File: config.mk
export PLATFORM = sky130hd
export DESIGN_NAME = mhsa_seq_flat
export DESIGN_NICKNAME = d
export VERILOG_FILES = /design/src/rtl/mhsa_pkg.sv /design/src/rtl/mhsa_seq_if.sv /design/src/rtl/seq_fifo2.sv /design/src/rtl/mhsa_seq.sv /design/src/flat_wrapper.sv
export SDC_FILE = /design/constraint.sdc
export NUM_CORES = 1
export LEC_CHECK = 0
export ABC_AREA = 1
export CORE_UTILIZATION = 30
export DETAILED_ROUTE_END_ITERATION = 10
export PLACE_DENSITY = 0.56
export SETUP_SLACK_MARGIN = 0.1
export SYNTH_ARGS = -nofsm -noshare
export SYNTH_HDL_FRONTEND = slang
export SYNTH_SLANG_ARGS = --single-unit
File: constraint.sdc
create_clock -name clk -period 2.1 [get_ports clk]
set_clock_uncertainty 0.15 [all_clocks]
set_input_delay 0.21 -clock clk [delete_from_list [all_inputs] [get_ports clk]]
set_output_delay 0.21 -clock clk [all_outputs]
set_load 0.01 [all_outputs]
File: src/rtl/mhsa_pkg.sv
// mhsa_pkg: shared types and constants for the MHSA job sequencer.
//   seq_state_e   : sequencer FSM state encoding
//   CSR_*_OFS     : byte offsets of the sequencer CSRs in the host map
//   DATA_W        : usram / engine data width
//   byte_to_word  : byte address to 64-bit word address
package mhsa_pkg;

    localparam int DATA_W = 64;

    localparam logic [15:0] CSR_START_OFS    = 16'h4000;
    localparam logic [15:0] CSR_IN_BASE_OFS  = 16'h4004;
    localparam logic [15:0] CSR_OUT_BASE_OFS = 16'h4008;
    localparam logic [15:0] CSR_STATUS_OFS   = 16'h400c;

    typedef enum logic [2:0] {
        IDLE,
        LOAD,
        COMPUTE,
        STORE,
        FIN
    } seq_state_e;

    function automatic logic [31:0] byte_to_word(input logic [31:0] byte_addr);
        return {3'b000, byte_addr[31:3]};
    endfunction

endpackage

File: src/rtl/mhsa_seq_if.sv
// mhsa_seq_if: shared usram port between the sequencer and the arbiter.
//   rd_req/rd_addr/rd_gnt/rd_data : read request, grant, data one cycle after grant
//   wr_req/wr_addr/wr_data/wr_gnt : write request and grant
//   master modport = sequencer side, slave modport = usram/arbiter side
interface mhsa_seq_if #(
    parameter int AW = 16
);
    import mhsa_pkg::*;

    logic              rd_req;
    logic [AW-1:0]     rd_addr;
    logic              rd_gnt;
    logic [DATA_W-1:0] rd_data;
    logic              wr_req;
    logic [AW-1:0]     wr_addr;
    logic [DATA_W-1:0] wr_data;
    logic              wr_gnt;

    modport master (
        output rd_req, rd_addr, wr_req, wr_addr, wr_data,
        input  rd_gnt, rd_data, wr_gnt
    );

    modport slave (
        input  rd_req, rd_addr, wr_req, wr_addr, wr_data,
        output rd_gnt, rd_data, wr_gnt
    );

endinterface

File: src/rtl/seq_fifo2.sv
// seq_fifo2: 2-entry 64-bit FIFO with valid/ready on both sides.
//   in_valid/in_ready/in_data    : push side
//   out_valid/out_ready/out_data : pop side, head is registered
//   count                        : current occupancy (0..2)
module seq_fifo2
    import mhsa_pkg::*;
(
    input  logic              clk,
    input  logic              rst,
    input  logic              in_valid,
    output logic              in_ready,
    input  logic [DATA_W-1:0] in_data,
    output logic              out_valid,
    input  logic              out_ready,
    output logic [DATA_W-1:0] out_data,
    output logic [1:0]        count
);
    logic [DATA_W-1:0] mem_q [2];
    logic [DATA_W-1:0] mem_d [2];
    logic              wr_ptr_q, wr_ptr_d;
    logic              rd_ptr_q, rd_ptr_d;
    logic [1:0]        count_q, count_d;
    logic              push, pop;

    assign in_ready  = (count_q != 2'd2);
    assign out_valid = (count_q != 2'd0);
    assign out_data  = mem_q[rd_ptr_q];
    assign count     = count_q;
    assign push      = in_valid & in_ready;
    assign pop       = out_valid & out_ready;

    always_comb begin
        mem_d    = mem_q;
        wr_ptr_d = wr_ptr_q;
        rd_ptr_d = rd_ptr_q;
        count_d  = count_q;
        if (push) begin
            mem_d[wr_ptr_q] = in_data;
            wr_ptr_d        = ~wr_ptr_q;
        end
        if (pop) begin
            rd_ptr_d = ~rd_ptr_q;
        end
        case ({push, pop})
            2'b10:   count_d = count_q + 2'd1;
            2'b01:   count_d = count_q - 2'd1;
            default: count_d = count_q;
        endcase
    end

    always_ff @(posedge clk) begin
        if (rst) begin
            mem_q[0] <= '0;
            mem_q[1] <= '0;
            wr_ptr_q <= 1'b0;
            rd_ptr_q <= 1'b0;
            count_q  <= 2'd0;
        end else begin
            mem_q    <= mem_d;
            wr_ptr_q <= wr_ptr_d;
            rd_ptr_q <= rd_ptr_d;
            count_q  <= count_d;
        end
    end

endmodule

File: src/rtl/mhsa_seq.sv
// mhsa_seq: MHSA job sequencer. Streams LOAD_WORDS words from usram into the
// engine, waits for engine completion, writes STORE_WORDS results back.
//   clk, rst                  : clock, synchronous active-high reset
//   start[0]                  : job command, rising edge in IDLE starts a job
//   input_base, output_base   : byte addresses of the input/output blocks
//   done, busy                : job status
//   mem                       : usram port (mhsa_seq_if.master)
//   eng_*                     : engine kick, input stream, done pulse, result stream
//   perf_cycles               : busy-cycle counter, only with MHSA_SEQ_PERF_EN defined
//
//   state   | meaning
//   IDLE    | waiting for a start edge
//   LOAD    | reading input words into the engine
//   COMPUTE | waiting for engine done
//   STORE   | writing result words back
//   FIN     | job finished, done raised
module mhsa_seq
    import mhsa_pkg::*;
#(
    parameter int LOAD_WORDS  = 64,
    parameter int STORE_WORDS = 64,
    parameter int AW          = 16
) (
    input  logic              clk,
    input  logic              rst,
    input  logic [31:0]       start,
    input  logic [31:0]       input_base,
    input  logic [31:0]       output_base,
    output logic              done,
    output logic              busy,
    mhsa_seq_if.master        mem,
    output logic              eng_start,
    output logic              eng_in_valid,
    output logic [DATA_W-1:0] eng_in_data,
    input  logic              eng_in_ready,
    input  logic              eng_done,
    input  logic              eng_out_valid,
    input  logic [DATA_W-1:0] eng_out_data,
    output logic              eng_out_ready
`ifdef MHSA_SEQ_PERF_EN
    ,
    output logic [31:0]       perf_cycles
`endif
);
    localparam int LCW = $clog2(LOAD_WORDS + 1);
    localparam int SCW = $clog2(STORE_WORDS + 1);
    localparam logic [LCW-1:0] LOAD_N  = LCW'(LOAD_WORDS);
    localparam logic [SCW-1:0] STORE_N = SCW'(STORE_WORDS);

    seq_state_e        state_q, state_d;
    logic              start_prev_q, start_prev_d;
    logic              done_q, done_d;
    logic              busy_q, busy_d;
    logic              eng_start_q, eng_start_d;
    logic [AW-1:0]     in_base_q, in_base_d;
    logic [AW-1:0]     out_base_q, out_base_d;
    logic [LCW-1:0]    issued_q, issued_d;
    logic [LCW-1:0]    consumed_q, consumed_d;
    logic              inflight_q, inflight_d;
    logic              eng_done_seen_q, eng_done_seen_d;
    logic [SCW-1:0]    accepted_q, accepted_d;
    logic [SCW-1:0]    stored_q, stored_d;
    logic              ob_valid_q, ob_valid_d;
    logic [DATA_W-1:0] ob_data_q, ob_data_d;
`ifdef MHSA_SEQ_PERF_EN
    logic [31:0]       perf_q, perf_d;
`endif

    logic [31:0] in_word, out_word;
    logic        start_edge;
    logic        rd_req_w, rd_fire, in_fire, wr_req_w, wr_fire, cap_fire, out_rdy_w;
    logic        fifo_in_ready, fifo_out_valid;
    logic [1:0]  fifo_count;
    logic        unused_bits;

    assign in_word     = byte_to_word(input_base);
    assign out_word    = byte_to_word(output_base);
    assign unused_bits = ^{start[31:1], in_word[31:AW], out_word[31:AW], fifo_in_ready};
    assign start_edge  = start[0] & ~start_prev_q;

    // Request only while the FIFO can still absorb everything already granted,
    // so the FIFO never overflows regardless of grant/ready patterns.
    assign rd_req_w = (state_q == LOAD) && (issued_q < LOAD_N) &&
                      (({1'b0, fifo_count} + {2'b00, inflight_q}) < 3'd2);
    assign rd_fire  = rd_req_w & mem.rd_gnt;

    assign eng_in_valid = (state_q == LOAD) && fifo_out_valid;
    assign in_fire      = eng_in_valid & eng_in_ready;

    assign wr_req_w = (state_q == STORE) && ob_valid_q;
    assign wr_fire  = wr_req_w & mem.wr_gnt;
    // A grant frees the output register this cycle, allowing 1 word/cycle.
    assign out_rdy_w = (state_q == STORE) && (accepted_q < STORE_N) &&
                       (!ob_valid_q || mem.wr_gnt);
    assign cap_fire  = out_rdy_w & eng_out_valid;

    seq_fifo2 u_fifo (
        .clk       (clk),
        .rst       (rst),
        .in_valid  (inflight_q),
        .in_ready  (fifo_in_ready),
        .in_data   (mem.rd_data),
        .out_valid (fifo_out_valid),
        .out_ready (eng_in_ready && (state_q == LOAD)),
        .out_data  (eng_in_data),
        .count     (fifo_count)
    );

    assign mem.rd_req  = rd_req_w;
    assign mem.rd_addr = in_base_q + AW'(issued_q);
    assign mem.wr_req  = wr_req_w;
    assign mem.wr_addr = out_base_q + AW'(stored_q);
    assign mem.wr_data = ob_data_q;

    assign done          = done_q;
    assign busy          = busy_q;
    assign eng_start     = eng_start_q;
    assign eng_out_ready = out_rdy_w;
`ifdef MHSA_SEQ_PERF_EN
    assign perf_cycles   = perf_q;
`endif

    always_comb begin
        state_d         = state_q;
        start_prev_d    = start[0];
        done_d          = done_q;
        busy_d          = busy_q;
        eng_start_d     = 1'b0;
        in_base_d       = in_base_q;
        out_base_d      = out_base_q;
        issued_d        = issued_q;
        consumed_d      = consumed_q;
        inflight_d      = rd_fire;
        eng_done_seen_d = eng_done_seen_q;
        accepted_d      = accepted_q;
        stored_d        = stored_q;
        ob_valid_d      = ob_valid_q;
        ob_data_d       = ob_data_q;
`ifdef MHSA_SEQ_PERF_EN
        perf_d = perf_q;
        if (busy_q && (perf_q != 32'hFFFF_FFFF)) begin
            perf_d = perf_q + 32'd1;
        end
`endif
        case (state_q)
            IDLE: begin
                if (start_edge) begin
                    state_d         = LOAD;
                    done_d          = 1'b0;
                    busy_d          = 1'b1;
                    eng_start_d     = 1'b1;
                    in_base_d       = in_word[AW-1:0];
                    out_base_d      = out_word[AW-1:0];
                    issued_d        = '0;
                    consumed_d      = '0;
                    accepted_d      = '0;
                    stored_d        = '0;
                    eng_done_seen_d = 1'b0;
`ifdef MHSA_SEQ_PERF_EN
                    perf_d = '0;
`endif
                end
            end
            LOAD: begin
                if (rd_fire)  issued_d   = issued_q + LCW'(1);
                if (in_fire)  consumed_d = consumed_q + LCW'(1);
                if (eng_done) eng_done_seen_d = 1'b1;
                if (consumed_d == LOAD_N) state_d = COMPUTE;
            end
            COMPUTE: begin
                if (eng_done || eng_done_seen_q) begin
                    state_d         = STORE;
                    eng_done_seen_d = 1'b0;
                end
            end
            STORE: begin
                if (wr_fire) begin
                    stored_d   = stored_q + SCW'(1);
                    ob_valid_d = 1'b0;
                end
                if (cap_fire) begin
                    accepted_d = accepted_q + SCW'(1);
                    ob_valid_d = 1'b1;
                    ob_data_d  = eng_out_data;
                end
                if (stored_d == STORE_N) begin
                    state_d = FIN;
                    done_d  = 1'b1;
                    busy_d  = 1'b0;
                end
            end
            FIN: state_d = IDLE;
            default: state_d = IDLE;
        endcase
    end

    always_ff @(posedge clk) begin
        if (rst) begin
            state_q         <= IDLE;
            start_prev_q    <= 1'b0;
            done_q          <= 1'b0;
            busy_q          <= 1'b0;
            eng_start_q     <= 1'b0;
            in_base_q       <= '0;
            out_base_q      <= '0;
            issued_q        <= '0;
            consumed_q      <= '0;
            inflight_q      <= 1'b0;
            eng_done_seen_q <= 1'b0;
            accepted_q      <= '0;
            stored_q        <= '0;
            ob_valid_q      <= 1'b0;
            ob_data_q       <= '0;
`ifdef MHSA_SEQ_PERF_EN
            perf_q          <= '0;
`endif
        end else begin
            state_q         <= state_d;
            start_prev_q    <= start_prev_d;
            done_q          <= done_d;
            busy_q          <= busy_d;
            eng_start_q     <= eng_start_d;
            in_base_q       <= in_base_d;
            out_base_q      <= out_base_d;
            issued_q        <= issued_d;
            consumed_q      <= consumed_d;
            inflight_q      <= inflight_d;
            eng_done_seen_q <= eng_done_seen_d;
            accepted_q      <= accepted_d;
            stored_q        <= stored_d;
            ob_valid_q      <= ob_valid_d;
            ob_data_q       <= ob_data_d;
`ifdef MHSA_SEQ_PERF_EN
            perf_q          <= perf_d;
`endif
        end
    end

endmodule
File: src/flat_wrapper.sv
// flat-port wrapper written by rule: the top's interface ports become plain ports
module mhsa_seq_flat import mhsa_pkg::*;
#(
    parameter int LOAD_WORDS  = 64,
    parameter int STORE_WORDS = 64,
    parameter int AW          = 16
)
  (clk, rst, start, input_base, output_base, done, busy, eng_start, eng_in_valid, eng_in_data, eng_in_ready, eng_done, eng_out_valid, eng_out_data, eng_out_ready, mem_rd_req, mem_rd_addr, mem_wr_req, mem_wr_addr, mem_wr_data, mem_rd_gnt, mem_rd_data, mem_wr_gnt);
  mhsa_seq_if #(.AW(AW)) mem_i ();
  input  logic clk;
  input  logic rst;
  input  logic [31:0] start;
  input  logic [31:0] input_base;
  input  logic [31:0] output_base;
  output logic done;
  output logic busy;
  output logic eng_start;
  output logic eng_in_valid;
  output logic [DATA_W-1:0] eng_in_data;
  input  logic eng_in_ready;
  input  logic eng_done;
  input  logic eng_out_valid;
  input  logic [DATA_W-1:0] eng_out_data;
  output logic eng_out_ready;
  output wire logic [$bits(mem_i.rd_req)-1:0] mem_rd_req;
  output wire logic [$bits(mem_i.rd_addr)-1:0] mem_rd_addr;
  output wire logic [$bits(mem_i.wr_req)-1:0] mem_wr_req;
  output wire logic [$bits(mem_i.wr_addr)-1:0] mem_wr_addr;
  output wire logic [$bits(mem_i.wr_data)-1:0] mem_wr_data;
  input wire logic [$bits(mem_i.rd_gnt)-1:0] mem_rd_gnt;
  input wire logic [$bits(mem_i.rd_data)-1:0] mem_rd_data;
  input wire logic [$bits(mem_i.wr_gnt)-1:0] mem_wr_gnt;
  assign mem_rd_req = mem_i.rd_req;
  assign mem_rd_addr = mem_i.rd_addr;
  assign mem_wr_req = mem_i.wr_req;
  assign mem_wr_addr = mem_i.wr_addr;
  assign mem_wr_data = mem_i.wr_data;
  assign mem_i.rd_gnt = mem_rd_gnt;
  assign mem_i.rd_data = mem_rd_data;
  assign mem_i.wr_gnt = mem_wr_gnt;
  mhsa_seq #(.LOAD_WORDS(LOAD_WORDS), .STORE_WORDS(STORE_WORDS), .AW(AW)) u_core (.clk(clk), .rst(rst), .start(start), .input_base(input_base), .output_base(output_base), .done(done), .busy(busy), .mem(mem_i), .eng_start(eng_start), .eng_in_valid(eng_in_valid), .eng_in_data(eng_in_data), .eng_in_ready(eng_in_ready), .eng_done(eng_done), .eng_out_valid(eng_out_valid), .eng_out_data(eng_out_data), .eng_out_ready(eng_out_ready));
endmodule
-- Yosys cells after proc, flatten, opt, wreduce, memory -nomap -nowiden
Index checks and enable logic that the tools add are counted.
- $add $sub $neg: 9
- $lt $le $gt $ge: 6
- eq/ne operators: 15
- muxes and demuxes: 35
- bitwise gates (word level): 13
- reductions and logical operators: 29
- operators by type and width (operator ; count):
    64-bit 2-to-1 mux ; 4
    128-bit bitwise mux ; 1
    64-bit demux with 1-bit select ; 1
    7-bit one-hot mux with 2 select lines ; 4
    7-bit 2-to-1 mux ; 7
    16-bit by 7-bit adder with 16-bit output ; 2
    7-bit by 1-bit adder with 7-bit output, second input constant ; 4
    7-bit == test, second input constant ; 2
    7-bit < comparator, second input constant ; 2
    3-bit 2-to-1 mux ; 4
    3-bit one-hot mux with 4 select lines ; 1
    2-bit AND reduction ; 5
    2-bit nonzero test ; 5
    1-bit 2-to-1 mux ; 9
    3-bit AND reduction ; 3
    1-bit logical AND ; 8
    2-bit by 1-bit != test with 1-bit output, second input constant ; 4
    2-bit != test, second input constant ; 4
    4-bit AND reduction ; 2
    1-bit bitwise AND ; 7
    3-bit by 2-bit == test with 1-bit output, second input constant ; 2
    2-bit >= comparator, second input constant ; 2
    1-bit NOT ; 4
    1-bit NOT with 2-bit output ; 2
    other kinds (16) ; 18
- register bits: 266
- bits of input ports: 231
- output and inout port bits: 167
- logic and storage cells: 127

-- Longest topological paths before layout
Gate-level depths: netlist of the first run.
- word-level depth: 8
- gate-level depth with buffers: 14
- depth with buffers taken out: 14

-- Modules after synthesis
A second synthesis of the first run with hierarchy kept.
- cell total of the unflattened synthesis: 2067
- area, all modules: 13500.4 um^2
- modules (own cells, without submodules) (module ; times used ; cells each ; area an instance (um^2) ; seq. area each (um^2)):
    seq_fifo2 ; 1 ; 1207 ; 7236.9 ; 2642.5
    mhsa_seq ; 1 ; 860 ; 6263.5 ; 2682.6

-- Worst setup path after synthesis of the first run
No wires, ideal clock.
- path type: register to output
- start: register u_core.stored_q[4]
- end: output mem_wr_addr[15]
- arrival: 1.846 ns
- data required time: 1.740 ns
- path slack: -0.106 ns
- stages on the path, launching flop included: 11
- path buffers: 0
- cell sequence: dfxtp_1 > ha_1 > nand2_1 > or2_0 > nand3_1 > nand2_1 > a21oi_1 > nand2_1 > nor2_2 > nand2_1 > xor2_1
- longest elaborated chain between the ends: 1
- ends and longest elaborated chain (item ; RTL line ; source):
    from (decl) ; mhsa_seq.sv:62 ; logic [SCW-1:0] stored_q, stored_d;
    from (signal assigned) ; mhsa_seq.sv:230 ; stored_q <= stored_d;
    16-bit by 7-bit adder with 16-bit output ; mhsa_seq.sv:112 ; assign mem.wr_addr = out_base_q + AW'(stored_q);
    to (decl) ; flat_wrapper.sv:28 ; output wire logic [$bits(mem_i.wr_addr)-1:0] mem_wr_addr;
Every way passes these cells.

-- Worst setup path in the final report of the first run
- start: register u_core.out_base_q[2]
- end: output mem_wr_addr[15]
- longest elaborated chain between the ends: 1
- ends and longest elaborated chain (item ; RTL line ; source):
    from (decl) ; mhsa_seq.sv:56 ; logic [AW-1:0] out_base_q, out_base_d;
    from (signal assigned) ; mhsa_seq.sv:224 ; out_base_q <= out_base_d;
    16-bit by 7-bit adder with 16-bit output ; mhsa_seq.sv:112 ;
Every way passes these cells.

==> impl_metrics.py, run 1 <==
metrics = {
    "outcome": {
        "outcome": "complete, but fails checks",
        "violations": "setup timing",
    },
    "critical_path": {
        "crit_path_max_fanout": 4,
        "reg2reg_from": "u_core.stored_q[1]$_SDFFE_PP0P_",
        "slowest_stage": "dfxtp_2",
        "critPathMaxStageDelay_ns": 0.34,
        "crit_buf_inv": 1,
        "critPathLaunchType": "register",
        "criticalPathCategory": "reg2out",
        "worstPathRequired_ns": 1.74,
        "worstSetupEndpointType": "output pin",
        "crit_family": "simple AND/OR/NAND/NOR gates",
        "cp_common_cell": "nand2_2",
        "worstPathCellList": "ha_4 -> nand3_2 -> or2_1 -> nand3_2 -> nand2_2 -> a21oi_2 -> nand2_2 -> nor2_4 -> nand2_2 -> xor2_2 -> buf_2",
        "crit_start": "u_core.out_base_q[2]$_SDFFE_PP0P_",
        "cp.arrival_ns": 2.37,
    },
    "synth": {
        "yosys_warnings": 0,
        "post_synth.cell_area_avg_um2": 7.24,
        "ys_seq_area_share_pct": 45.9,
        "synth_cells": 1602,
        "ys_types": 42,
        "netlist_area_um2": 11600,
        "synth_edf_count": 0,
        "synth-main-ff-cell": "dfxtp_1",
        "async_flop_share_pct": 0,
        "synth_seq_cells": 266,
        "synth_nets": 1854,
    },
    "timing": {
        "hold_ws_ns": 0.0296,
        "finalHoldViolations": 0,
        "relSlewSlack_pct": 51.6,
        "fmaxAchievable_ghz": 0.367,
        "fin_tns_setup_ns": -11.50,
        "rsz0062_at_grt": "yes",
        "fin_ws_ns": -0.627,
        "setup_viol": 27,
        "period_minus_slack_ns": 2.73,
        "finalCritPeriodShare_pct": 130,
        "finalMaxSlewViolations": 0,
        "tightest_slew_ns": 0.726,
    },
    "power_and_ir_drop": {
        "power.leakage_nw": 7.31,
        "ir_drop_mv": 0.617,
        "finalPower_mw": 14.7,
        "powerDensity_nw_per_um2": 826,
    },
    "die": {
        "start_util_pct": 30.7,
        "io-pin-count": 398,
        "coreArea_um2": 37800,
        "die_w_um": 199,
        "rows": 71,
        "die_y_um": 199,
        "die-area_um2": 39500,
    },
    "grt": {
        "track_usage_pct": 18.4,
        "grt_first_pass_wirelength_um": 58600,
        "grt_pass1_vias": 11200,
        "grt-ovfl-total": 0,
        "antenna_found_initial": 6,
        "grt_start_max_net_pins": 79,
    },
    "cells_and_area": {
        "ff_latch_area_um2": 5370,
        "final_common_cell": "nand2_1",
        "layout-drive-gt1-share_pct": 21.5,
        "final_cell_mix": "283 x nand2_1, 243 x dfxtp_1, 232 x clkdlybuf4s50_1, 177 x o21ai_0, 164 x a21oi_1",
        "nFillCells": 3768,
        "multi_input_area_um2": 5980,
        "layout.nets": 2255,
        "final_cell_area_um2": 17900,
        "final_cells": 2540,
        "fin_util_pct": 47.2,
        "syn2layout_area_growth_pct": 54.0,
    },
    "clock_network": {
        "clock_latency_ns": 0.52,
        "cts.hold.buffers_added": 0,
        "cts.clk_slew.worst_paths_ns": 0.06,
        "cts_sinks": 266,
        "cts_tree": "yes",
        "cts_buffers": 34,
        "clock_tree.buffer_depth": 3,
        "ctsHtreeMaxLevel": 2,
        "cts-root-buf": "clkbuf_16",
    },
    "detailed_routing": {
        "drc_errors": 0,
        "post_drt_wl_per_cell_um": 14.9,
        "drt_iter0_drc": 515,
        "dr.pass1.iters": 4,
        "wl_um": 38000,
        "vias": 11900,
        "ant_nets": 0,
        "vias_per_cell": 4.67,
    },
    "placed_design": {
        "dp_slack_ns": -0.611,
        "hpwl_um": 24900,
        "placed_area_um2": 16100,
        "place.port_buffers": 334,
        "gp_congestion": 0.824,
        "place_inst": 2442,
    },
    "worst_hold_path": {
        "holdCritPathClass": "in2reg",
        "worstHoldStart": "rst",
    },
    "flow_run": {
        "max-cap-violations": 0,
    },
}
## flip-flops by register name (all words and copies together), names as in the netlist, 2 cells and up
signal,count
u_core.state_q,3
u_core.out_base_q,16
u_core.u_fifo.mem_q,128
u_core.u_fifo.count,2
u_core.accepted_q,7
u_core.in_base_q,16
u_core.issued_q,7
u_core.consumed_q,7
u_core.stored_q,7
u_core.mem.wr_data,64
## final cells by class
cell class	instances	area share [%]
multi-input cells	1099	33.5
clock inverters	11	0.714
flip-flops and latches	266	30.0
diodes	4	0.0560
repair buffers	465	24.0
clock buffers	47	5.26
well taps	511	3.58
inverters	137	2.92
## cell usage after synthesis, drive strengths merged, types with 2 or more instances
cell type | number | area share (%)
a211oi | 2 | 0.13
a21o | 4 | 0.26
a21oi | 172 | 7.5
and3 | 2 | 0.11
buf | 14 | 0.71
clkbuf | 86 | 2.8
clkinv | 3 | 0.097
dfxtp | 266 | 46
fa | 2 | 0.35
ha | 19 | 2.0
inv | 134 | 4.3
nand2 | 325 | 11
nand3 | 120 | 5.4
nand4 | 12 | 0.65
nor2 | 171 | 5.8
nor3 | 9 | 0.67
nor3b | 4 | 0.26
o21a | 3 | 0.19
o21ai | 217 | 9.4
xnor2 | 5 | 0.38
xor2 | 24 | 1.8
## power breakdown
| part | switching (mW) | internal (mW) | leakage (nW) | total (mW) |
|---|---|---|---|---|
| clock | 2.25 | 3.38 | 0.523 | 5.64 |
| combinational | 1.89 | 1.50 | 4.62 | 3.39 |
| sequential | 0.238 | 5.48 | 2.16 | 5.72 |
## tightest hold or removal path, cell delays in order
cell,delay [ns]
buf_2,0.15
buf_4,0.23
nor3_2,0.06
## metal layers
layer	vias to the layer above	global-route usage, %	share of wire, %
met5	-	0	0.071
met4	4	6.18	2.1
met3	57	5.70	7.2
met2	251	29.6	47
met1	5519	23.1	44
li1	6026	-	-
## logic make-up after synthesis
logic type,Yosys count,synth area share (%)
flip-flops,266,45.9
AND/OR/NAND/NOR,646,23.8
buffers and inverters,237,7.93
AO/OA/AOI/OAI,403,17.8
adder cells (fa/ha/maj),21,2.39
XOR/XNOR,29,2.19
## worst paths after layout
check,end,cells after the start,slack (ns)
max,mem_wr_addr[15],11,-0.63
min,u_core.state_q[2]$_SDFFE_PP0P_,3,0.03
max reg2reg,u_core.state_q[0]$_SDFFE_PP0P_,16,0.12
min reg2reg,u_core.u_fifo.mem_q[89]$_SDFFE_PP0P_,2,0.29
## what timing repair did
item	CTS	global route
setup buffers	19	15
endpoints found under the setup margin	112	86
resized for setup	495	118
cloned	3	2
pin swaps	47	50
Power figures use the tool's default switching activity.
==> inputs of run 2 (changes only) <==
CORE_UTILIZATION = 41   (was 30)
PLACE_DENSITY = 0.73   (was 0.56)
==> run 2 against run 1 <==
Effect of this change: the run still ends with setup timing left; clock power shrank 0.7%; via count grew 2.6%; combinational power grew 3%; sequential share of layout area shrank 0.66 points; wire length grew 0.26%; sequential power is essentially flat; worst setup slack lost 0.048 ns; hold slack gained 0.0038 ns; fmax shrank 1.7%; design area grew 2.3%; critical path type unchanged; largest power group unchanged.
==> impl_metrics.py, run 2 (synthesis gave the netlist of run 1 again) <==
metrics = {
    "outcome": {
        "outcome": "complete, but fails checks",
        "violations": "setup timing",
    },
    "cells_and_area": {
        "final_cells": 2394,
        "top_register": "u_core.u_fifo.mem_q",
        "syn2layout_area_growth_pct": 57.5,
        "largest_reg_flops": 128,
        "final_cell_mix": "252 x nand2_1, 241 x dfxtp_1, 232 x clkdlybuf4s50_1, 164 x a21oi_1, 151 x o21ai_0",
        "nFillCells": 2308,
        "layout-drive-gt1-share_pct": 24.8,
        "layout.nets": 2243,
        "final_common_cell": "nand2_1",
    },
    "die": {
        "rows": 61,
        "coreArea_um2": 27800,
        "io-pin-count": 398,
        "die_y_um": 170,
        "die-area_um2": 29000,
        "die_w_um": 170,
        "start_util_pct": 41.8,
    },
    "critical_path": {
        "criticalPathCategory": "reg2out",
        "reg2reg_from": "u_core.state_q[1]$_SDFFE_PP0P_",
        "critPathLaunchType": "register",
        "worstSetupEndpointType": "output pin",
        "r2r_slack_ns": 0.22,
        "worstPathRequired_ns": 1.74,
        "cp.arrival_ns": 2.41,
        "ff2ff_path_depth": 12,
        "rr_endpoint": "u_core.state_q[0]$_SDFFE_PP0P_",
        "crit_path_max_fanout": 3,
    },
    "placed_design": {
        "gp_congestion": 0.883,
        "place.port_buffers": 334,
        "place_inst": 2303,
        "hpwl_um": 22900,
    },
    "grt": {
        "grt_start_max_net_pins": 91,
        "track_usage_pct": 24.0,
        "antenna_found_initial": 3,
        "grt-ovfl-total": 0,
        "grt_first_pass_wirelength_um": 56900,
        "grt_pass1_vias": 11400,
    },
    "timing": {
        "finalCritPeriodShare_pct": 132,
        "relSlewSlack_pct": 53.4,
        "fin_tns_setup_ns": -11.60,
        "fin_ws_ns": -0.675,
        "fmaxAchievable_ghz": 0.360,
        "rsz0062_at_grt": "yes",
        "period_minus_slack_ns": 2.77,
        "finalMaxSlewViolations": 0,
        "tightest_slew_ns": 0.699,
        "finalHoldViolations": 0,
        "setup_viol": 28,
    },
    "power_and_ir_drop": {
        "power.leakage_nw": 7.98,
        "powerDensity_nw_per_um2": 811,
        "ir_drop_mv": 0.609,
    },
    "worst_hold_path": {
        "hold_end": "u_core.u_fifo.rd_ptr_q$_SDFFE_PP0P_",
        "worstHoldStart": "rst",
        "holdCritPathClass": "in2reg",
        "holdPathStages": 3,
    },
    "clock_network": {
        "cts_buffers": 30,
        "cts.hold.buffers_added": 0,
        "cts_tree": "yes",
        "ctsHtreeMaxLevel": 1,
        "cts-root-buf": "clkbuf_16",
        "cts_sinks": 266,
        "cts.clk_slew.worst_paths_ns": 0.07,
        "clock_latency_ns": 0.55,
        "clock_tree.buffer_depth": 3,
    },
    "detailed_routing": {
        "dr.pass1.iters": 5,
        "wl_um": 38100,
        "post_drt_wl_per_cell_um": 15.9,
        "vias_per_cell": 5.08,
        "drc_errors": 0,
        "vias": 12200,
        "ant_nets": 0,
        "drt_iter0_drc": 829,
    },
    "flow_run": {
        "max-cap-violations": 0,
    },
}
[run 2: where the power goes]
| part | switching (mW) | internal (mW) |
|---|---|---|
| sequential | 0.249 | 5.48 |
| combinational | 1.93 | 1.56 |
| clock | 2.12 | 3.48 |
[run 2: repair_timing]
| item | 4_1_cts | 5_1_grt |
|---|---|---|
| gates cloned | 6 | 7 |
| hold endpoints to repair | 0 | 0 |
| setup buffers | 27 | 11 |
| pin swaps | 44 | 62 |
| endpoints found under the setup margin | 103 | 124 |
| resized for setup | 596 | 220 |
[run 2: worst max path at each step]
stage,slack [ns],to,start,depth (start not counted)
floorplan,-0.005,mem_wr_addr[15],u_core.stored_q[4]$_SDFFE_PP0P_,10
global placement,-0.58,mem_wr_addr[15],u_core.stored_q[2]$_SDFFE_PP0P_,11
detailed placement,-0.59,mem_wr_addr[15],u_core.stored_q[2]$_SDFFE_PP0P_,11
CTS,-0.66,mem_wr_addr[15],u_core.stored_q[2]$_SDFFE_PP0P_,12
global route,-0.80,mem_wr_addr[13],u_core.stored_q[2]$_SDFFE_PP0P_,13
finish,-0.67,mem_wr_addr[13],u_core.stored_q[2]$_SDFFE_PP0P_,13
[run 2: per-stage QoR]
step | instance area, um^2 | setup WS (ns) | total power, mW | utilization, % | hold slack, ns
after CTS | 17300 | -0.661 | 14.6 | 62.4 | 0.0158
final | 18300 | -0.675 | 14.8 | 65.8 | 0.0334
after detailed placement | 15900 | -0.586 | 9.05 | 57.3 | 0.288
after global placement | 15900 | -0.584 | 8.99 | 57.3 | 0.282
after global routing | 18300 | -0.797 | 15.5 | 65.8 | 0.0615
after floorplan | 11700 | -0.00472 | 7.34 | - | 0.163
[run 2: worst max-delay path: stages (launching register included)]
cell and delay (ns):
dfxtp_2 0.33, ha_4 0.28, nand3_2 0.06, or2_1 0.22, nand3_2 0.08, nand2_2 0.07
a21oi_2 0.16, nand2_2 0.09, nor2_4 0.14, buf_4 0.13, nand3_1 0.07, nand2_1 0.08
nand2_2 0.04, buf_2 0.13
[run 2: cell type report]
| class | count | area, um^2 | share of cell area, % |
|---|---|---|---|
| Tap cell | 378 | 473 | 2.59 |
| Timing Repair Buffer | 457 | 4410 | 24.1 |
| Multi-Input combinational cell | 1099 | 6430 | 35.2 |
| Antenna cell | 3 | 7.51 | 0.0411 |
| Clock buffer | 44 | 915 | 5.01 |
| Clock inverter | 10 | 154 | 0.842 |
| Sequential cell | 266 | 5370 | 29.4 |
| Inverter | 137 | 515 | 2.82 |
[run 2: metal layers]
layer	wire length [um]	global-route usage [%]	up-vias	share of wire [%]
li1	-	-	6015	-
met1	15700	29.2	5715	41
met2	18600	41.1	366	49
met3	2680	6.19	73	7.0
met4	1030	7.40	0	2.7
met5	0	0	-	0
==> inputs of run 3 (changes only) <==
ABC_AREA = unset   (was 1)
PLACE_DENSITY = 0.74   (was 0.73)
==> run 3 against run 2 <==
Effect of this change: the run still ends with setup timing left; via count fell by 5.6%; design area rose by 0.20%; power is 23% lower; flip-flop and latch count unchanged; worst setup slack got worse by 0.15 ns; count of clock-buffer cells in the layout shrank 8; sequential power is 9.9% lower; global-route usage about the same; area after synthesis fell by 1.7%; largest power group is now clock.
==> impl_metrics.py, run 3 <==
metrics = {
    "outcome": {
        "outcome": "complete, but fails checks",
        "violations": "setup timing",
    },
    "die": {
        "io-pin-count": 398,
        "die-area_um2": 28500,
        "start_util_pct": 42.1,
        "rows": 60,
        "coreArea_um2": 27100,
        "die_w_um": 169,
        "die_y_um": 169,
    },
    "detailed_routing": {
        "vias_per_cell": 5.08,
        "dr.pass1.iters": 5,
        "post_drt_wl_per_cell_um": 16.2,
        "vias": 11500,
        "drt_iter0_drc": 619,
        "drc_errors": 0,
        "ant_nets": 0,
        "wl_um": 36600,
    },
    "grt": {
        "met2_usage_pct": 42.3,
        "grt_first_pass_wirelength_um": 56300,
        "track_usage_pct": 24.0,
        "grt-ovfl-total": 0,
        "antenna_found_initial": 0,
        "top_usage_layer": "met2",
        "use_met3_pct": 6.24,
        "grt_pass1_vias": 11600,
        "met1_usage_pct": 27.7,
        "grt_start_max_net_pins": 91,
    },
    "placed_design": {
        "gp_congestion": 0.851,
        "place.port_buffers": 334,
        "placed_area_um2": 15900,
        "hpwl_um": 22400,
        "dp_slack_ns": -0.635,
    },
    "timing": {
        "period_minus_slack_ns": 2.92,
        "finalHoldViolations": 0,
        "finalMaxSlewViolations": 0,
        "fin_ws_ns": -0.823,
        "tightest_slew_ns": 0.594,
        "relSlewSlack_pct": 60.3,
        "fmaxAchievable_ghz": 0.342,
        "setup_viol": 44,
        "rsz0062_at_grt": "yes",
        "finalCritPeriodShare_pct": 139,
    },
    "critical_path": {
        "slowest_stage": "dfxtp_2",
        "crit_start": "u_core.in_base_q[0]$_SDFFE_PP0P_",
        "critPathMaxStageDelay_ns": 0.36,
        "cp.arrival_ns": 2.56,
        "crit_path_max_fanout": 3,
        "critPathLaunchType": "register",
        "worstPathCellList": "ha_4 -> inv_2 -> fa_2 -> nor2b_2 -> o21ai_2 -> a21boi_2 -> o211ai_1 -> buf_4 -> a21oi_2 -> xor2_1 -> buf_2",
        "reg2reg_from": "u_core.stored_q[0]$_SDFFE_PP0P_",
        "criticalPathCategory": "reg2out",
        "ff2ff_path_depth": 9,
        "worstSetupEndpointType": "output pin",
        "worstPathRequired_ns": 1.74,
    },
    "synth": {
        "async_flop_share_pct": 0,
        "synth_seq_cells": 266,
        "yosysMostFrequentCell": "nand2_1",
        "synth_cells": 1430,
        "ys_types": 62,
        "ys_seq_area_share_pct": 46.7,
        "synth-main-ff-cell": "dfxtp_1",
        "synth_top_area_cell": "dfxtp_1",
        "yosys_warnings": 0,
        "netlist_area_um2": 11400,
        "synthTopCellsByArea": "dfxtp_1 47%, nand2_1 16%, a21oi_1 11%",
        "synth_edf_count": 0,
        "ys_top_cells_by_count": "481 x nand2_1, 266 x dfxtp_1, 259 x a21oi_1",
        "synth_nets": 1682,
        "post_synth.cell_area_avg_um2": 7.97,
        "synth_top_area_share_pct": 46.7,
    },
    "clock_network": {
        "cts_sinks": 266,
        "cts_tree": "yes",
        "ctsHtreeMaxLevel": 1,
        "cts.clk_slew.worst_paths_ns": 0.06,
        "clock_tree.buffer_depth": 3,
        "cts-root-buf": "clkbuf_16",
        "cts_buffers": 29,
        "clock_latency_ns": 0.54,
    },
    "power_and_ir_drop": {
        "power.leakage_nw": 6.98,
        "ir_drop_mv": 0.539,
        "powerDensity_nw_per_um2": 622,
    },
    "cells_and_area": {
        "syn2layout_area_growth_pct": 60.5,
        "largest_reg_flops": 128,
        "fin_util_pct": 67.5,
        "layout-drive-gt1-share_pct": 25.6,
        "nFillCells": 2126,
        "multi_input_area_um2": 6360,
        "layout.nets": 2119,
        "final_cell_mix": "478 x nand2_1, 253 x dfxtp_1, 245 x a21oi_1, 233 x clkdlybuf4s50_1, 103 x buf_4",
        "ff_latch_area_um2": 5360,
        "top_register": "u_core.u_fifo.mem_q",
        "final_cell_area_um2": 18300,
        "final_common_cell": "nand2_1",
        "diodes": 0,
    },
    "worst_hold_path": {
        "holdPathStages": 3,
        "worstHoldStart": "eng_out_data[29]",
        "holdCritPathClass": "in2reg",
    },
    "flow_run": {
        "max-cap-violations": 0,
    },
}
## run 3: cell types whose count changed after synthesis, moves of 17 or more
cell and delta:
a21oi_1 +88, clkbuf_1 -17, inv_1 -114, mux2_2 +64, nand2_1 +164, nand3_1 -100, nor2_1 -111, o21ai_0 -197
## run 3: cell type report
class / instances / area share, %
clock inverters: 17 / 0.964
clock buffers: 36 / 4.33
multi-input cells: 1050 / 34.7
flip-flops and latches: 266 / 29.3
inverters: 19 / 0.390
repair buffers: 501 / 27.8
well taps: 372 / 2.54
## run 3: cell families after synthesis
kind of cell | synth area share [%]
multiplexers | 6.32
adder cells (fa/ha/maj) | 2.44
AO/OA/AOI/OAI | 14.9
flip-flops | 46.7
XOR/XNOR | 3.30
buffers and inverters | 4.24
AND/OR/NAND/NOR | 22.1
## run 3: critical path, delay by kind of cell (launching register included)
kind,cells,cell delay (ns)
flip-flops,1,0.36
AO/OA/AOI/OAI,4,0.52
buffers and inverters,3,0.37
AND/OR/NAND/NOR,1,0.13
adder cells (fa/ha/maj),2,0.49
XOR/XNOR,1,0.15
## run 3: layer usage
layer	vias up	part of all wire (%)
met5	-	0
met4	0	2.9
met3	68	7.3
met2	343	50
met1	5457	40
li1	5620	-
## run 3: power by group
group | total, mW | internal (mW) | leakage [nW] | switching (mW)
Combinational | 1.06 | 0.597 | 4.34 | 0.462
Sequential | 5.16 | 5.11 | 2.16 | 0.0470
Clock | 5.17 | 3.04 | 0.480 | 2.13
Total | 11.4 | 8.75 | 6.98 | 2.64
## run 3: per-stage QoR
step	power, mW	cells	hold slack (ns)	setup TNS [ns]
after floorplan	5.62	1430	0.188	-0.191
after detailed placement	6.24	2143	0.295	-20.03
after CTS	11.4	2248	0.0353	-21.91
final	11.4	2261	0.0612	-16.90
after global placement	6.23	2143	0.288	-18.23
after global routing	11.8	2261	0.0562	-21.34
## run 3: final timing paths
kind | endpoint | slack (ns)
max | mem_rd_addr[12] | -0.82
min | u_core.mem.wr_data[29]$_SDFFE_PP0P_ | 0.06
max reg2reg | u_core.busy$_SDFFE_PP0P_ | -0.19
min reg2reg | u_core.mem.wr_data[28]$_SDFFE_PP0P_ | 0.30
## run 3: what timing repair did
item                       in CTS  in global routing
hold endpoints to repair       39                  0
setup endpoints to repair     125                231
gates resized for setup       607                104
pin swaps                      40                 53
cloned                          9                  2
setup buffers                  46                 23
hold buffers                    1                  0
==> patch: new RTL, settings of run 1 <==
Encoding of `seq_state_e`: now Gray code (3 bits for 5 states).
--- a/src/rtl/mhsa_pkg.sv
+++ b/src/rtl/mhsa_pkg.sv
@@ -13,11 +13,11 @@
     localparam logic [15:0] CSR_STATUS_OFS   = 16'h400c;
 
     typedef enum logic [2:0] {
-        IDLE,
-        LOAD,
-        COMPUTE,
-        STORE,
-        FIN
+        IDLE    = 3'b000,
+        LOAD    = 3'b001,
+        COMPUTE = 3'b011,
+        STORE   = 3'b010,
+        FIN     = 3'b110
     } seq_state_e;
 
     function automatic logic [31:0] byte_to_word(input logic [31:0] byte_addr);
Behaviour: no difference found for any inputs over 4 cycles, from zero or initial values and one cycle with rst high; so few cycles prove little.
==> patch against run 1 <==
The flow still finishes with violations (setup timing); setup slack got worse by 43 ps; non-clock buffer count rose by 10; total power rose by 4.5%; combinational power rose by 23%; largest cell class unchanged; synthesized area fell by 0.91%; sequential cell count did not move; synthesized cell count fell by 0.87%; maximum frequency fell by 1.5%; wire length fell by 4.5%; register-to-register slack improved by 110 ps; sequential power rose by 4.4%; final area rose by 2.5%.
==> patch: results (changes against run 1) <==
- Status: finished with violations
- Failing checks: setup timing
- Placed cell areas: 16,000 sq um (-0.63%)
- R2r endpoint: u_core.u_fifo.count[1]
- Layout cells sized above 1: 0.249 (+0.0341)
- Number of CTS-inserted buffers: 31 (-8.8%)
- Vias in the first global route: 11,200 (+0.36%)
- Placer congestion estimate: 0.807 (-2.1%)
- Critical Path Sink: mem_wr_addr[8]
- Fillers: 3,741 (-0.72%)
- Seq/Total Area, Yosys: 0.463 (+0.00420)
- GR Util All Layers: 0.177 (-0.00676)
- Iteration-0 DRC Markers: 485 (-5.8%)
- Final hold slack: 31.2 ps (+1.60 ps)
- Syn avg cell area: 7.24 sq um (about the same)
- Leakage power: 0.00801 uW (+9.7%)
- Syn_nets: 1,840 (-0.76%)
- Initial antenna violation count: 1 (-5)
- Hold Crit Start: output_base[3]
- Via count of the routed design: 11,700 (-1.6%)
- Wire length of the first global-routing pass: 56.8 mm (-3.0%)
- M1 GR Usage: 0.224 (-0.00683)
- Via density per instance: 4.59 (-1.6%)
- Pre-CTS setup slack: -601 ps (+10.2 ps)
- WL met3: 2.38 mm (-12%)
- Fin worst setup slack: -670 ps (-42.8 ps)
- Final WL: 36.3 mm (-4.5%)
- R2R Setup Slk: 230 ps (+110 ps)
- Met2 usage in global routing: 0.298 (+0.00183)
- Drt first pass iters: 5 (+1)
- DP HPWL: 23.2 mm (-6.7%)
- Synth area leaders: dfxtp_1 (46%), o21ai_0 (12%), nor2_1 (9.6%), nand2_1 (8.1%), a21oi_1 (4.8%)
- Final setup viols: 48 (+78%)
- Worst r2r path cells: 8 (-8)
- Setup_tns: -12,080 ps (-585 ps)
[patch: cell types whose count changed in the layout (fill, tap and decap cells not counted), moves of 15 or more]
cell	run 1	this run
nor2_1	150	286
nand2_1	283	201
nand3_1	103	33
a21oi_1	164	104
o21ai_0	177	214
o21ai_2	14	45
buf_4	97	82
o21ai_1	25	10
[patch: kinds of logic after synthesis]
family                   count (synthesis)  share of synthesized area
AO/OA/AOI/OAI                          409                      0.184
XOR/XNOR                                33                     0.0251
adder cells (fa/ha/maj)                 21                     0.0242
buffers and inverters                  228                     0.0767
flip-flops                             266                      0.463
AND/OR/NAND/NOR                        631                      0.227
[patch: final cells by class]
cell class	instances	area share
Sequential cell	266	0.293
Inverter	136	0.0282
Clock inverter	9	0.00417
Timing Repair Buffer	475	0.250
Multi-Input combinational cell	1094	0.339
Tap cell	511	0.0349
Clock buffer	49	0.0510
[patch: how the worst min path moves through the flow]
stage | depth (start not counted) | endpoint
after global placement | 2 | u_core.u_fifo.mem_q[90]
final | 3 | u_core.out_base_q[0]
after global routing | 3 | u_core.in_base_q[3]
after detailed placement | 2 | u_core.u_fifo.mem_q[86]
after CTS | 3 | u_core.out_base_q[0]
after floorplan | 2 | u_core.in_base_q[0]
[patch: power breakdown]
group	switching (uW)	total (uW)	internal, uW
sequential	333	5970	5640
combinational	2160	4160	1990
clock	2130	5290	3160
[patch: what timing repair did]
item,CTS,global route
hold endpoints to repair,3,0
cloned,6,4
setup endpoints to repair,100,98
setup buffers,27,27
hold buffers,3,0
pin swaps,51,88
resized for setup,587,162
[patch: worst max-delay path: stages (launching register included)]
cell and delay, ps:
dfxtp_4 350, ha_4 160, fa_2 350, nand3_2 90, nand2_2 70, a21oi_4 170, nor2_4 70, o21ai_4 190
buf_4 140, xor2_1 130, buf_2 150
